==> config.mk <==
export PLATFORM = sky130hd
export DESIGN_NAME = mem_access_unit
export DESIGN_NICKNAME = d
export VERILOG_FILES = /design/src/rtl/mem_access_unit.sv
export SDC_FILE = /design/constraint.sdc
export NUM_CORES = 1
export LEC_CHECK = 0
export ABC_AREA = 1
export CAP_MARGIN = 10
export CORE_MARGIN = 3
export CORE_UTILIZATION = 50
export DETAILED_ROUTE_END_ITERATION = 8
export PLACE_DENSITY = 0.83
export SYNTH_ARGS = -nofsm -noshare
export SYNTH_HDL_FRONTEND = slang
export SYNTH_SLANG_ARGS = --single-unit
==> constraint.sdc <==
create_clock -name Clk -period 3.5 [get_ports Clk]
set_clock_uncertainty 0.2 [all_clocks]
set_input_delay 0.875 -clock Clk [delete_from_list [all_inputs] [get_ports Clk]]
set_output_delay 0.875 -clock Clk [all_outputs]
set_load 0.05 [all_outputs]
==> src/rtl/mem_access_unit.sv <==
// Load/store sequencer between the MEM stage and a word-wide single-port sync RAM; sub-word stores use read-modify-write.
// Latency: loads 3, sub-word stores 4, word stores 2, misaligned 1 cycle to Done; Stall holds the pipeline until then.
module mem_access_unit #(
  parameter int ADDR_WIDTH = 10
) (
  input  logic                  Clk,
  input  logic                  Rst,
  input  logic                  Req,
  input  logic                  MemRead,
  input  logic                  MemWrite,
  input  logic [1:0]            MemSize,
  input  logic                  MemUnsigned,
  input  logic [31:0]           Address,
  input  logic [31:0]           WriteData,
  output logic                  Stall,
  output logic                  Done,
  output logic [31:0]           ReadData,
  output logic                  MisalignErr,
  output logic [ADDR_WIDTH-1:0] RamAddr,
  output logic                  RamRe,
  output logic                  RamWe,
  output logic [31:0]           RamWData,
  input  logic [31:0]           RamRData
);

  typedef enum logic [2:0] {
    S_IDLE,
    S_RD,
    S_CAP,
    S_WR,
    S_DONE
  } state_t;

  localparam logic [1:0] SZ_BYTE = 2'b00;
  localparam logic [1:0] SZ_HALF = 2'b01;

  state_t                state_q;
  logic [1:0]            size_q;
  logic                  unsigned_q;
  logic [1:0]            offset_q;
  logic                  is_load_q;
  logic [15:0]           store_lo_q;
  logic                  done_q;
  logic                  misalign_q;
  logic [31:0]           read_data_q;
  logic [ADDR_WIDTH-1:0] ram_addr_q;
  logic                  ram_re_q;
  logic                  ram_we_q;
  logic [31:0]           ram_wdata_q;

  logic                  accept;
  logic                  req_is_byte;
  logic                  req_is_half;
  logic                  req_is_word;
  logic                  req_misalign;
  logic                  req_needs_read;
  logic [31:0]           load_ext_d;
  logic [31:0]           merged_d;
  logic                  unused_addr_bits;

  // Only the word-address field reaches the RAM; higher byte-address bits are dropped.
  assign unused_addr_bits = &{1'b0, Address[31:ADDR_WIDTH+2]};

  function automatic logic [31:0] extract_lane(
    input logic [31:0] word,
    input logic [1:0]  size,
    input logic [1:0]  offset,
    input logic        is_unsigned
  );
    logic [7:0]  lane_b;
    logic [15:0] lane_h;
    logic [31:0] result;
    lane_b = 8'h00;
    case (offset)
      2'd0:    lane_b = word[31:24];
      2'd1:    lane_b = word[23:16];
      2'd2:    lane_b = word[15:8];
      default: lane_b = word[7:0];
    endcase
    lane_h = offset[1] ? word[15:0] : word[31:16];
    if (size == SZ_BYTE) begin
      result = {{24{~is_unsigned & lane_b[7]}}, lane_b};
    end else if (size == SZ_HALF) begin
      result = {{16{~is_unsigned & lane_h[15]}}, lane_h};
    end else begin
      result = word;
    end
    return result;
  endfunction

  function automatic logic [31:0] merge_lane(
    input logic [31:0] word,
    input logic [15:0] data,
    input logic [1:0]  size,
    input logic [1:0]  offset
  );
    logic [31:0] result;
    result = word;
    if (size == SZ_BYTE) begin
      case (offset)
        2'd0:    result[31:24] = data[7:0];
        2'd1:    result[23:16] = data[7:0];
        2'd2:    result[15:8]  = data[7:0];
        default: result[7:0]   = data[7:0];
      endcase
    end else if (size == SZ_HALF) begin
      if (offset[1]) begin
        result[15:0] = data;
      end else begin
        result[31:16] = data;
      end
    end
    return result;
  endfunction

  assign accept         = ~Rst & Req & (MemRead | MemWrite);
  assign req_is_byte    = (MemSize == SZ_BYTE);
  assign req_is_half    = (MemSize == SZ_HALF);
  assign req_is_word    = ~req_is_byte & ~req_is_half;
  assign req_misalign   = (req_is_half & Address[0]) | (req_is_word & (Address[1:0] != 2'b00));
  // A word store needs no prior read; everything else goes through RD/CAP.
  assign req_needs_read = MemRead | ~req_is_word;

  assign load_ext_d = extract_lane(RamRData, size_q, offset_q, unsigned_q);
  assign merged_d   = merge_lane(RamRData, store_lo_q, size_q, offset_q);

  always_ff @(posedge Clk) begin
    if (Rst) begin
      state_q     <= S_IDLE;
      size_q      <= 2'b00;
      unsigned_q  <= 1'b0;
      offset_q    <= 2'b00;
      is_load_q   <= 1'b0;
      store_lo_q  <= 16'h0000;
      done_q      <= 1'b0;
      misalign_q  <= 1'b0;
      read_data_q <= 32'h0000_0000;
      ram_addr_q  <= '0;
      ram_re_q    <= 1'b0;
      ram_we_q    <= 1'b0;
      ram_wdata_q <= 32'h0000_0000;
    end else begin
      case (state_q)
        S_IDLE: begin
          done_q     <= 1'b0;
          misalign_q <= 1'b0;
          ram_re_q   <= 1'b0;
          ram_we_q   <= 1'b0;
          if (accept) begin
            size_q     <= MemSize;
            unsigned_q <= MemUnsigned;
            offset_q   <= Address[1:0];
            is_load_q  <= MemRead;
            store_lo_q <= WriteData[15:0];
            ram_addr_q <= Address[ADDR_WIDTH+1:2];
            if (req_misalign) begin
              state_q     <= S_DONE;
              done_q      <= 1'b1;
              misalign_q  <= 1'b1;
              read_data_q <= 32'h0000_0000;
            end else if (req_needs_read) begin
              state_q  <= S_RD;
              ram_re_q <= 1'b1;
            end else begin
              state_q     <= S_WR;
              ram_we_q    <= 1'b1;
              ram_wdata_q <= WriteData;
            end
          end
        end
        S_RD: begin
          ram_re_q <= 1'b0;
          state_q  <= S_CAP;
        end
        S_CAP: begin
          if (is_load_q) begin
            read_data_q <= load_ext_d;
            done_q      <= 1'b1;
            state_q     <= S_DONE;
          end else begin
            ram_wdata_q <= merged_d;
            ram_we_q    <= 1'b1;
            state_q     <= S_WR;
          end
        end
        S_WR: begin
          ram_we_q <= 1'b0;
          done_q   <= 1'b1;
          state_q  <= S_DONE;
        end
        S_DONE: begin
          done_q     <= 1'b0;
          misalign_q <= 1'b0;
          state_q    <= S_IDLE;
        end
        default: begin
          done_q     <= 1'b0;
          misalign_q <= 1'b0;
          ram_re_q   <= 1'b0;
          ram_we_q   <= 1'b0;
          state_q    <= S_IDLE;
        end
      endcase
    end
  end

  // Stall drops in DONE so the pipeline advances on the Done cycle.
  always_comb begin
    Stall = 1'b0;
    if (!Rst) begin
      Stall = ((state_q == S_IDLE) & accept) |
              (state_q == S_RD) | (state_q == S_CAP) | (state_q == S_WR);
    end
  end

  assign Done        = done_q;
  assign MisalignErr = misalign_q;
  assign ReadData    = read_data_q;
  assign RamAddr     = ram_addr_q;
  assign RamRe       = ram_re_q;
  assign RamWe       = ram_we_q;
  assign RamWData    = ram_wdata_q;

endmodule
# == Word-level counts from Yosys, hierarchy flattened ==
# Index checks and enable logic that the tools add are counted.
# op_classes
bitwise,21
n_eq_ne,14
n_mux,41
n_reduce_logical,15
# op_table
cell,n
$mux W32,11
$pmux W32 S2,2
$mux W16,3
$mux W8,4
$pmux W8 S3,1
$ne A2 B2 Y1 const B,6
$pmux W3 S4,1
$mux W1,11
$mux W3,3
$reduce_or A3 Y1,3
$and A1 B1 Y1,8
$not A1 Y1,7
$eq A2 B1 Y1 const B,3
$eq A3 B2 Y1 const B,2
$logic_not A2 Y1,3
$or A1 B1 Y1,6
$reduce_and A2 Y1,3
$reduce_and A5 Y1,1
$pmux W1 S2,2
$pmux W1 S4,1
$reduce_and A4 Y1,1
$reduce_bool A2 Y1,2
$eq A3 B1 Y1 const B,1
$eq A3 B3 Y1 const B,1
other kinds (5),5
# totals
out_inout_bits,79
in_bits,104
reg_bits,103

# == Depth between registers and ports, before layout ==
# Gate-level depths: netlist of run 1.
# logic_depth
depth_word,9
ltp_mapped,11
depth_no_buf,9

# == Least setup slack after synthesis of run 1 ==
# OpenSTA, ideal clock, no wires.
# synth_timing
path_type,in2out
start,in Rst
end,out Stall
required_time_ns,2.425
slack_ns,0.579
t_arrival_ns,1.846
stages,5
cell_sequence,buf_2 -> inv_2 -> clkbuf_1 -> nand3_1 -> inv_1
# synth_between
elab_chain_len,8
# synth_lines
item,line_no,rtl
from (decl),7,"input logic Rst,"
$not A1 Y1,116,assign accept = ~Rst & Req & (MemRead | MemWrite);
$and A1 B1 Y1 (2 in a row),116,
$and A1 B1 Y1,211,Stall = ((state_q == S_IDLE) & accept) |
$or A1 B1 Y1,211,
$or A1 B1 Y1 (2 in a row),212,(state_q == S_RD) | (state_q == S_CAP) | (state_q == S_WR);
$mux W1 (*),210,if (!Rst) begin
to (decl),15,"output logic Stall,"
# Mark *: on every way between the ends. The rest lies on a longest branch, timed or not.

# == Worst setup path in the final report of run 1 ==
# layout_timing
start,in MemRead
end,out Stall
# layout_between
elab_chain_len,7
# layout_lines
item,line_no,rtl
from (decl),9,"input logic MemRead,"
$or A1 B1 Y1,116,
$and A1 B1 Y1,116,
$and A1 B1 Y1,211,
$or A1 B1 Y1,211,
$or A1 B1 Y1 (2 in a row),212,
$mux W1,210,
# No other way between the ends.

==> impl_results.rst, run 1 <==
.. list-table::
   :header-rows: 1

   * - Metric
     - Value
   * - Total power density per cell area
     - 380 nW/um^2
   * - Library cell contributing the largest single delay on the critical path
     - sky130_fd_sc_hd__clkdlybuf4s50_1
   * - Number of H-tree levels
     - 3
   * - Number of max-cap violations
     - 0
   * - TritonCTS clock tree
     - yes
   * - Dominant delay contributor by cell family on the critical path
     - buffers and inverters
   * - Crit share post-route
     - 0.939
   * - Worst-path maximum fanout
     - 4
   * - Setup crit start
     - MemRead
   * - CP Buf/Inv Count
     - 4
   * - Hold Buf Count CTS
     - 0
   * - Post-route design area
     - 8190 um^2
   * - Worst path required time
     - 2.42 ns
   * - Aggregate global routing overflow
     - 0
   * - Wire length reported by the detailed router
     - roughly 20000 um
   * - Source-to-sink clock delay at the later pin of the worst-skew pair
     - 0.36 ns
   * - Overall routing resource usage
     - 0.283
   * - Critical path class
     - in2out
   * - Vias in the first global route
     - 6352
   * - Die outline height
     - 118 um
   * - Worst voltage drop across the vdd grid
     - ~0.00023 V
   * - Vias/cell
     - 5.21
   * - Slew of the pin with the lowest slew margin
     - 1.07 ns
   * - Number of DRC violations after detailed routing
     - 0
   * - Post-route setup TNS
     - 0 ns
   * - Hold wc startpoint
     - ReadData[7]
   * - Largest net degree at the start of global routing
     - 58
   * - Most used cells in the layout excluding fill and tap cells
     - sky130_fd_sc_hd__nand2_1 (423), sky130_fd_sc_hd__clkdlybuf4s50_1 (160), sky130_fd_sc_hd__nand3_1 (125)
   * - Area of the die
     - 13900 um^2
   * - Worst setup SP type
     - input port
   * - Stage delay of the slowest cell on the critical path
     - 0.44 ns
   * - Number of placement rows
     - 40
   * - Core footprint
     - 12100 um^2
   * - Worst r2r src
     - offset_q[1]
   * - First-pass GRT wire length
     - 32700 um
   * - Number of antenna diodes
     - 0
   * - Layout cells sized above 1
     - 0.0575
   * - CTS Buf Count
     - 9
   * - Routability cong.
     - approximately 0.94
   * - Floorplan die width
     - 118 um
   * - Final worst setup slack
     - 0.215 ns
   * - Worst Setup Slack post-DPL
     - between 0.2 and 0.25 ns
   * - Fillers
     - 1112
   * - Rel. slew slack
     - 0.282
   * - Flops & latches, synth
     - around 100
   * - Number of setup buffers added after CTS
     - 0
   * - Most common library cell in the layout ignoring fill and taps
     - sky130_fd_sc_hd__nand2_1
   * - Register clock-pin slew on the reported worst setup and hold paths
     - ~0.070 ns
   * - Antenna violation net count after detailed routing
     - 0
   * - Fin. Hold Viols
     - 0
   * - Gate count of the mapped netlist
     - around 1100
   * - CP endpoint kind
     - output pin
   * - Result of the run
     - completed
   * - FMAX
     - 304 MHz
   * - Cell area after synthesis
     - approximately 6300 um^2
   * - Placed inst area
     - 7870 um^2
   * - Vias post-DR
     - between 7000 and 8000
   * - Starting density of the core
     - 0.517
   * - Post-synthesis sequential area ratio
     - 0.329
   * - Number of antenna violations at the first check in global routing
     - 0
   * - Cells resized by post-CTS repair
     - 0
   * - Unrepaired setup endpoints after global routing
     - no
   * - Clock Sinks
     - just over 100
   * - Avg Inst Size Synth
     - 5.93 um^2
   * - Post-synthesis net count
     - ~1200
   * - Count of TritonRoute iterations in the first routing pass
     - 5
   * - Leak Pwr
     - roughly 0.0035 uW
   * - Count of warnings emitted by yosys
     - 0
   * - Root Buffer
     - sky130_fd_sc_hd__clkbuf_16
   * - Yosys cell types
     - 28
   * - Routed wire length per instance
     - 14.7 um
   * - Top-level I/O count
     - 183
   * - Largest buffer count on any clock path
     - 2
   * - P&R area growth vs syn
     - 30.7%
   * - Critical-path cell list
     - clkdlybuf4s50_1 -> nor2_1 -> nor2_2 -> nor2_1 -> inv_1 -> nand3_1 -> inv_1 -> buf_12
   * - Number of max-slew violations in the final report
     - 0
   * - Setup Viol. Count Final
     - 0
   * - Number of nets in the final layout
     - 1282
   * - Tmin final
     - 3.29 ns
   * - Min-Delay Path Class
     - reg2reg
   * - Detail Placement HPWL
     - 13900 um
   * - Crit path DAT
     - around 2.2 ns
   * - DRT iter0 DRCs
     - 831
   * - Number of buffer cells added on primary ports
     - 162
[worst reg2reg max path: stages, from the launching register on]
cell                      delay [ns]
sky130_fd_sc_hd__dfxtp_1        0.58
sky130_fd_sc_hd__inv_2          0.15
sky130_fd_sc_hd__nand2_1        0.82
sky130_fd_sc_hd__nand2_1        0.12
sky130_fd_sc_hd__a21oi_1        0.34
sky130_fd_sc_hd__nor2_1         0.08
sky130_fd_sc_hd__nor2_1         0.08
[power breakdown]
group	internal (uW)	leakage (uW)	total (uW)	switching, uW
clock network	651	0.000157	1110	454
logic	269	0.00253	741	472
registers	1220	0.000837	1270	49.0
[synth_stat cells (all sizes together)]
| library cell | number | share of area |
|---|---|---|
| a21oi | 76 | 0.067 |
| clkinv | 1 | 0.00060 |
| o21a | 2 | 0.0036 |
| o31ai | 8 | 0.0096 |
| nor2 | 119 | 0.077 |
| o211ai | 2 | 0.0024 |
| or2 | 1 | 0.0010 |
| dfxtp | 103 | 0.33 |
| nand2 | 429 | 0.26 |
| o21ai | 29 | 0.023 |
| clkbuf | 23 | 0.014 |
| nand3 | 135 | 0.12 |
| nor3 | 1 | 0.0026 |
| nand4 | 1 | 0.0010 |
| buf | 42 | 0.041 |
| inv | 77 | 0.046 |
| nor2b | 8 | 0.0080 |
[final cells by class]
type                       instances  area, um^2  share of cell area
clock buffer                      12         246              0.0301
clock inverter                     4        77.6             0.00947
inverter                          78         293              0.0357
multi-input combinational        811        3580               0.437
sequential                       103        2060               0.252
tap                              168         210              0.0257
timing repair buffer             175        1720               0.210
[state kept, by name (all words and copies together) (netlist names)]
register,count
unsigned_q,1
MisalignErr,1
size_q,2
offset_q,2
RamWData,32
ReadData,32
store_lo_q,16
Done,1
RamWe,1
state_q,3
RamRe,1
is_load_q,1
RamAddr,10
[metal layers]
metal | wire length (um) | share of wire | up-vias | track usage
met5 | 0 | 0 | - | 0
met4 | 629 | 0.032 | 0 | 0.105
met3 | 1980 | 0.10 | 49 | 0.0553
met2 | 9090 | 0.46 | 327 | 0.450
met1 | 8150 | 0.41 | 3114 | 0.382
li1 | - | - | 3553 | -
[worst paths after layout]
kind             endpoint  slack (ns)  depth (start not counted)
max                 Stall        0.21                          8
min           ReadData[7]        0.26                          2
max reg2reg  RamWData[25]        1.07                          6
min reg2reg   ReadData[7]        0.26                          2
[stage by stage]
| step | power, uW | util | hold slack [ns] | cells |
|---|---|---|---|---|
| finish | 3110 | 0.676 | 0.264 | 1351 |
| floorplan | 1760 | - | 0.272 | 1057 |
| global route | 3250 | 0.676 | 0.286 | 1351 |
| detailed placement | 2020 | 0.650 | 0.255 | 1335 |
| global placement | 2010 | 0.650 | 0.252 | 1335 |
| CTS | 3120 | 0.676 | 0.265 | 1351 |
[cell families (layout without fill, tap and decap cells)]
| logic type | after synthesis | in the layout | synth area share |
|---|---|---|---|
| buffers and inverters | 143 | 269 | 0.101 |
| AND/OR/NAND/NOR | 694 | 694 | 0.465 |
| AO/OA/AOI/OAI | 117 | 117 | 0.105 |
| flip-flops | 103 | 103 | 0.329 |
Power figures use the tool's default switching activity.
==> inputs of run 2 (changes only) <==
--- a/constraint.sdc
+++ b/constraint.sdc
@@ -4,2 +4,2 @@
 set_output_delay 0.875 -clock Clk [all_outputs]
-set_load 0.05 [all_outputs]
+set_load 0.005 [all_outputs]
==> run 2 against run 1 <==
Net effect:
- die area unchanged
- worst hold slack better by 0.0020 ns
- clock power down 4%
- final area about the same
- largest power group unchanged
- routed wire length down 0.53%
- utilization about the same
- register-to-register slack better by 0.02 ns
- highest routed layer unchanged
- via count down 0.31%
- sequential power about the same
- flip-flop and latch count unchanged
- first-iteration DRC count down 3.6%
- sequential share of layout area about the same
==> impl_results.rst, run 2 (synthesis results as in run 1) <==
.. list-table::
   :header-rows: 1

   * - Metric
     - Value
   * - Vias in the first global route
     - 6551 (was 6352)
   * - First-pass GRT wire length
     - 32400 um (was 32700 um)
   * - Number of max-slew violations in the final report
     - 0 (unchanged)
   * - Area of the die
     - 13900 um^2 (unchanged)
   * - Tmin final
     - 3.40 ns (was 3.29 ns)
   * - Worst setup SP type
     - input port (unchanged)
   * - Clock Sinks
     - 103 (unchanged)
   * - Number of antenna diodes
     - 0 (unchanged)
   * - Number of antenna violations at the first check in global routing
     - 0 (unchanged)
   * - Hold wc startpoint
     - ReadData[18] (was ReadData[7])
   * - Aggregate global routing overflow
     - 0 (unchanged)
   * - TritonCTS clock tree
     - yes (unchanged)
   * - Source-to-sink clock delay at the later pin of the worst-skew pair
     - 0.35 ns (was 0.36 ns)
   * - Final worst setup slack
     - 0.0951 ns (was 0.215 ns)
   * - Worst path required time
     - 2.42 ns (about the same)
   * - FMAX
     - 294 MHz (was 304 MHz)
   * - Layout cells sized above 1
     - 0.0599 (was 0.0575)
   * - Post-route core utilization
     - 0.677 (was 0.676)
   * - Number of nets in the final layout
     - 1285 (was 1282)
   * - Overall routing resource usage
     - 0.280 (was 0.283)
   * - Total power density per cell area
     - 365 nW/um^2 (was 380 nW/um^2)
   * - Leak Pwr
     - 0.00353 uW (about the same)
   * - Count of TritonRoute iterations in the first routing pass
     - 5 (unchanged)
   * - Antenna violation net count after detailed routing
     - 0 (unchanged)
   * - Fin cells
     - 1353 (was 1351)
   * - Largest net degree at the start of global routing
     - 65 (was 58)
   * - Number of H-tree levels
     - 3 (unchanged)
   * - Worst Setup Slack post-DPL
     - 0.0521 ns (was 0.211 ns)
   * - Result of the run
     - completed (unchanged)
   * - Slew of the pin with the lowest slew margin
     - 1.03 ns (was 1.07 ns)
   * - Rel. slew slack
     - 0.314 (was 0.282)
   * - Stage delay of the slowest cell on the critical path
     - 0.44 ns (about the same)
   * - Hold Buf Count CTS
     - 0 (unchanged)
   * - Number of setup buffers added after CTS
     - 0 (unchanged)
   * - CTS Buf Count
     - 9 (unchanged)
   * - Critical path class
     - in2out (unchanged)
   * - Routability cong.
     - 0.933 (was 0.943)
   * - Most common library cell in the layout ignoring fill and taps
     - sky130_fd_sc_hd__nand2_1 (unchanged)
   * - Routed wire length per instance
     - 14.6 um (was 14.7 um)
   * - Worst voltage drop across the vdd grid
     - 0.000239 V (was 0.000234 V)
   * - Reg-to-reg critical path endpoint
     - RamWData[24] (was RamWData[25])
   * - Crit path DAT
     - 2.33 ns (was 2.21 ns)
   * - Number of max-cap violations
     - 0 (unchanged)
   * - Root Buffer
     - sky130_fd_sc_hd__clkbuf_16 (unchanged)
   * - Vias post-DR
     - 7021 (was 7043)
   * - R2r worst-path depth
     - 6 (unchanged)
   * - Library cell contributing the largest single delay on the critical path
     - sky130_fd_sc_hd__clkdlybuf4s50_1 (unchanged)
   * - Register clock-pin slew on the reported worst setup and hold paths
     - 0.07 ns (about the same)
   * - Number of buffer cells added on primary ports
     - 162 (unchanged)
   * - Die outline height
     - 118 um (unchanged)
   * - Detail Placement HPWL
     - 13800 um (was 13900 um)
   * - Vias/cell
     - 5.19 (was 5.21)
   * - Critical-path cell list
     - clkdlybuf4s50_1 -> nor2_2 -> nor2_2 -> nor2_1 -> inv_1 -> nand3_1 -> inv_1 -> clkdlybuf4s50_1 (was clkdlybuf4s50_1 -> nor2_1 -> nor2_2 -> nor2_1 -> inv_1 -> nand3_1 -> inv_1 -> buf_12)
   * - Top-level I/O count
     - 183 (unchanged)
   * - Cell count after placement
     - 1338 (was 1335)
   * - Most used cells in the layout excluding fill and tap cells
     - sky130_fd_sc_hd__nand2_1 (423), sky130_fd_sc_hd__clkdlybuf4s50_1 (161), sky130_fd_sc_hd__nand3_1 (125) (was sky130_fd_sc_hd__nand2_1 (423), sky130_fd_sc_hd__clkdlybuf4s50_1 (160), sky130_fd_sc_hd__nand3_1 (125))
   * - Setup crit start
     - MemRead (unchanged)
   * - P&R area growth vs syn
     - 30.7% (about the same)
   * - Fin. Hold Viols
     - 0 (unchanged)
   * - Worst setup path end
     - Stall (unchanged)
   * - Core footprint
     - 12100 um^2 (unchanged)
   * - Crit share post-route
     - 0.973 (was 0.939)
   * - DRT iter0 DRCs
     - 801 (was 831)
   * - Number of DRC violations after detailed routing
     - 0 (unchanged)
   * - Number of placement rows
     - 40 (unchanged)
   * - Starting density of the core
     - 0.517 (unchanged)
   * - Largest buffer count on any clock path
     - 2 (unchanged)
   * - Min-Delay Path Class
     - reg2reg (unchanged)
   * - Worst r2r src
     - offset_q[1] (unchanged)
   * - Register-to-Register Setup Slack
     - 1.09 ns (was 1.07 ns)
   * - Worst-path maximum fanout
     - 2 (was 4)
   * - Floorplan die width
     - 118 um (unchanged)
   * - CP endpoint kind
     - output pin (unchanged)
   * - Wire length reported by the detailed router
     - 19800 um (was 19900 um)
   * - Setup Viol. Count Final
     - 0 (unchanged)
## run 2: worst min path at each step
| stage | to | slack (ns) | cells after the start |
|---|---|---|---|
| 3_5_place_dp | ReadData[10] | 0.26 | 2 |
| 6_report | ReadData[18] | 0.27 | 2 |
| 4_1_cts | ReadData[10] | 0.27 | 2 |
| 3_3_place_gp | ReadData[1] | 0.25 | 2 |
| 2_1_floorplan | RamRe | 0.26 | 2 |
| 5_1_grt | ReadData[10] | 0.28 | 2 |
## run 2: worst max-delay path, delay by kind of cell
family / cells / cell delay, ns
buffers and inverters: 4 / 0.97
AND/OR/NAND/NOR: 4 / 0.48
## run 2: final cells by class
class	instances	area (um^2)
Fill cell	1137	3920
Multi-Input combinational cell	811	3580
Timing Repair Buffer	178	1740
Clock inverter	5	81.3
Inverter	78	293
Tap cell	168	210
Clock buffer	10	229
Sequential cell	103	2060
## run 2: through the flow
stage	area [um^2]	hold slack, ns	TNS, ns	power (uW)
2_1_floorplan	6270	0.260	0	1680
3_3_place_gp	7880	0.252	0	1930
3_5_place_dp	7880	0.256	0	1940
4_1_cts	8190	0.267	0	2990
5_1_grt	8190	0.284	-0.0141	3140
6_report	8190	0.266	0	2990
## run 2: repair_timing
action	CTS	global route
setup endpoints to repair	0	1
resized for setup	0	1
hold endpoints to repair	0	0
## run 2: power breakdown
part | internal (uW) | switching (uW)
Combinational | 271 | 388
Clock | 625 | 441
Sequential | 1220 | 50.1
## run 2: layer usage
metal,wire length (um),vias up,global-route usage,share of wire
li1,-,3565,-,-
met1,8400,3078,0.367,0.43
met2,8900,329,0.446,0.45
met3,1760,49,0.0543,0.089
met4,686,0,0.125,0.035
met5,0,-,0,0
==> inputs of run 3 (changes only) <==
CORE_MARGIN = default   (was 3)
CTS_CLUSTER_SIZE = 30   (was default)
==> run 3 against run 2 <==
Net effect:
- critical path depth is the same
- setup slack lost 0.0077 ns
- clock power shrank 9%
- sequential share of layout area is essentially flat
- via count grew 2.5%
- non-clock buffer count is the same
- final area is essentially flat
- combinational power grew 1%
- global-route usage grew 2.2 points
- sequential power is essentially flat
- die area shrank 6.7%
- flip-flop and latch count is the same
- highest routed layer unchanged
==> impl_results.rst, run 3 (synthesis results as in run 1) <==
.. list-table::
   :header-rows: 1

   * - Metric
     - Value
   * - Antenna violation net count after detailed routing
     - 0 (unchanged)
   * - Tmin final
     - 3.41 ns (was 3.40 ns)
   * - Largest net degree at the start of global routing
     - 65 (unchanged)
   * - Result of the run
     - completed (unchanged)
   * - Crit share post-route
     - 0.975 (was 0.973)
   * - Floorplan die width
     - 114 um (was 118 um)
   * - Number of placement rows
     - 40 (unchanged)
   * - Leak Pwr
     - 0.00352 uW (was 0.00353 uW)
   * - CTS Buf Count
     - 9 (unchanged)
   * - Slew of the pin with the lowest slew margin
     - 0.776 ns (was 1.03 ns)
   * - Worst-path maximum fanout
     - 3 (was 2)
   * - First-pass GRT wire length
     - 31100 um (was 32400 um)
   * - Clock Sinks
     - 103 (unchanged)
   * - Total power density per cell area
     - 355 nW/um^2 (was 365 nW/um^2)
   * - Die outline height
     - 114 um (was 118 um)
   * - Number of antenna diodes
     - 0 (unchanged)
   * - Number of buffer cells added on primary ports
     - 162 (unchanged)
   * - Met2 Use GR
     - 0.481 (was 0.446)
   * - Met3 global-route usage
     - 0.0489 (was 0.0543)
   * - Detail Placement HPWL
     - 13700 um (was 13800 um)
   * - Critical path class
     - in2out (unchanged)
   * - Vias/cell
     - 5.32 (was 5.19)
   * - Most common library cell in the layout ignoring fill and taps
     - sky130_fd_sc_hd__nand2_1 (unchanged)
   * - Placed inst area
     - 7890 um^2 (was 7880 um^2)
   * - Worst hold slack
     - 0.268 ns (was 0.266 ns)
   * - Routed wire length per instance
     - 14.6 um (about the same)
   * - Post-route design area
     - 8190 um^2 (about the same)
   * - Vias in the first global route
     - 6177 (was 6551)
   * - CP endpoint kind
     - output pin (unchanged)
   * - Fin cells
     - 1354 (was 1353)
   * - Vias post-DR
     - 7197 (was 7021)
   * - Core footprint
     - 12100 um^2 (unchanged)
   * - Worst path required time
     - 2.42 ns (about the same)
   * - Root Buffer
     - sky130_fd_sc_hd__clkbuf_16 (unchanged)
   * - Largest buffer count on any clock path
     - 2 (unchanged)
   * - Routability cong.
     - 0.944 (was 0.933)
   * - Worst voltage drop across the vdd grid
     - 0.000206 V (was 0.000239 V)
   * - Most used cells in the layout excluding fill and tap cells
     - sky130_fd_sc_hd__nand2_1 (423), sky130_fd_sc_hd__clkdlybuf4s50_1 (160), sky130_fd_sc_hd__nand3_1 (125) (was sky130_fd_sc_hd__nand2_1 (423), sky130_fd_sc_hd__clkdlybuf4s50_1 (161), sky130_fd_sc_hd__nand3_1 (125))
   * - Number of DRC violations after detailed routing
     - 0 (unchanged)
   * - Cell count after placement
     - 1338 (unchanged)
   * - Number of H-tree levels
     - 3 (unchanged)
   * - Crit path DAT
     - 2.34 ns (was 2.33 ns)
   * - Aggregate global routing overflow
     - 0 (unchanged)
   * - Register clock-pin slew on the reported worst setup and hold paths
     - 0.07 ns (about the same)
   * - Busiest metal layer after global routing
     - met2 (unchanged)
   * - Register-to-Register Setup Slack
     - 0.97 ns (was 1.09 ns)
   * - Setup Viol. Count Final
     - 0 (unchanged)
   * - FMAX
     - 293 MHz (was 294 MHz)
   * - Fin. Hold Viols
     - 0 (unchanged)
   * - DRT iter0 DRCs
     - 892 (was 801)
   * - Source-to-sink clock delay at the later pin of the worst-skew pair
     - 0.35 ns (about the same)
   * - Final worst setup slack
     - 0.0874 ns (was 0.0951 ns)
   * - Starting density of the core
     - 0.517 (unchanged)
   * - Rel. slew slack
     - 0.481 (was 0.314)
   * - Worst setup SP type
     - input port (unchanged)
   * - Number of max-cap violations
     - 0 (unchanged)
   * - Wire length reported by the detailed router
     - 19800 um (about the same)
   * - Number of antenna violations at the first check in global routing
     - 0 (unchanged)
   * - Overall routing resource usage
     - 0.302 (was 0.280)
   * - Met1 Usage GRT
     - 0.399 (was 0.367)
   * - Number of nets in the final layout
     - 1285 (unchanged)
   * - Number of setup buffers added after CTS
     - 0 (unchanged)
   * - Min-Delay Path Class
     - reg2reg (unchanged)
   * - Top-level I/O count
     - 183 (unchanged)
   * - Layout cells sized above 1
     - 0.0607 (was 0.0599)
   * - Area of the die
     - 13000 um^2 (was 13900 um^2)
   * - TritonCTS clock tree
     - yes (unchanged)
   * - Number of max-slew violations in the final report
     - 0 (unchanged)
   * - Worst Setup Slack post-DPL
     - 0.0410 ns (was 0.0521 ns)
   * - PnR Total Power
     - 2910 uW (was 2990 uW)
   * - Count of TritonRoute iterations in the first routing pass
     - 5 (unchanged)
   * - P&R area growth vs syn
     - 30.7% (about the same)
## run 3: cell types whose count changed in the layout (fill, tap and decap cells not counted), sizes merged
cell           previous run  this run
bufinv                    2         0
clkinvlp                  1         3
clkbuf                   10        11
clkdlybuf4s50           161       160
dlymetal6s2s              0         1
## run 3: routing by layer
| metal | wire length, um | up-vias |
|---|---|---|
| met4 | 954 | 0 |
| met5 | 0 | - |
| li1 | - | 3558 |
| met1 | 8150 | 3151 |
| met2 | 8850 | 395 |
| met3 | 1840 | 93 |
## run 3: cell type report
cell class	count	area, um^2
timing repair buffer	178	1750
multi-input combinational	811	3590
fill	1128	3920
inverter	78	293
sequential	103	2060
tap	168	210
clock buffer	11	243
clock inverter	5	42.5
## run 3: repair_timing
action,in CTS,in global routing
resized for setup,0,3
hold endpoints to repair,0,0
hold buffers,0,0
endpoints found under the setup margin,0,1
## run 3: worst paths after layout
check | cells after the start | from | end
worst max-delay path | 8 | MemWrite | Stall
worst min-delay path | 2 | ReadData[13] | ReadData[13]
worst max register to register | 8 | size_q[1] | RamWData[26]
worst min register to register | 2 | ReadData[13] | ReadData[13]
## run 3: where the power goes
group          total, uW  internal [uW]  switching [uW]
logic                665            272             393
registers           1270           1220            49.5
clock network        979            509             470
## run 3: worst max-delay path, stage by stage
cell and delay, ns:
sky130_fd_sc_hd__clkdlybuf4s50_1 0.50, sky130_fd_sc_hd__nor2_4 0.05, sky130_fd_sc_hd__nor2_2 0.13, sky130_fd_sc_hd__nor2_1 0.06, sky130_fd_sc_hd__inv_1 0.05, sky130_fd_sc_hd__nand3_1 0.10, sky130_fd_sc_hd__inv_1 0.08, sky130_fd_sc_hd__clkdlybuf4s50_1 0.49
## run 3: metrics by stage
stage | setup TNS (ns) | utilization
after floorplan | 0 | -
after global placement | 0 | 0.652
after detailed placement | 0 | 0.652
after CTS | 0 | 0.675
after global routing | -0.00259 | 0.676
final | 0 | 0.676
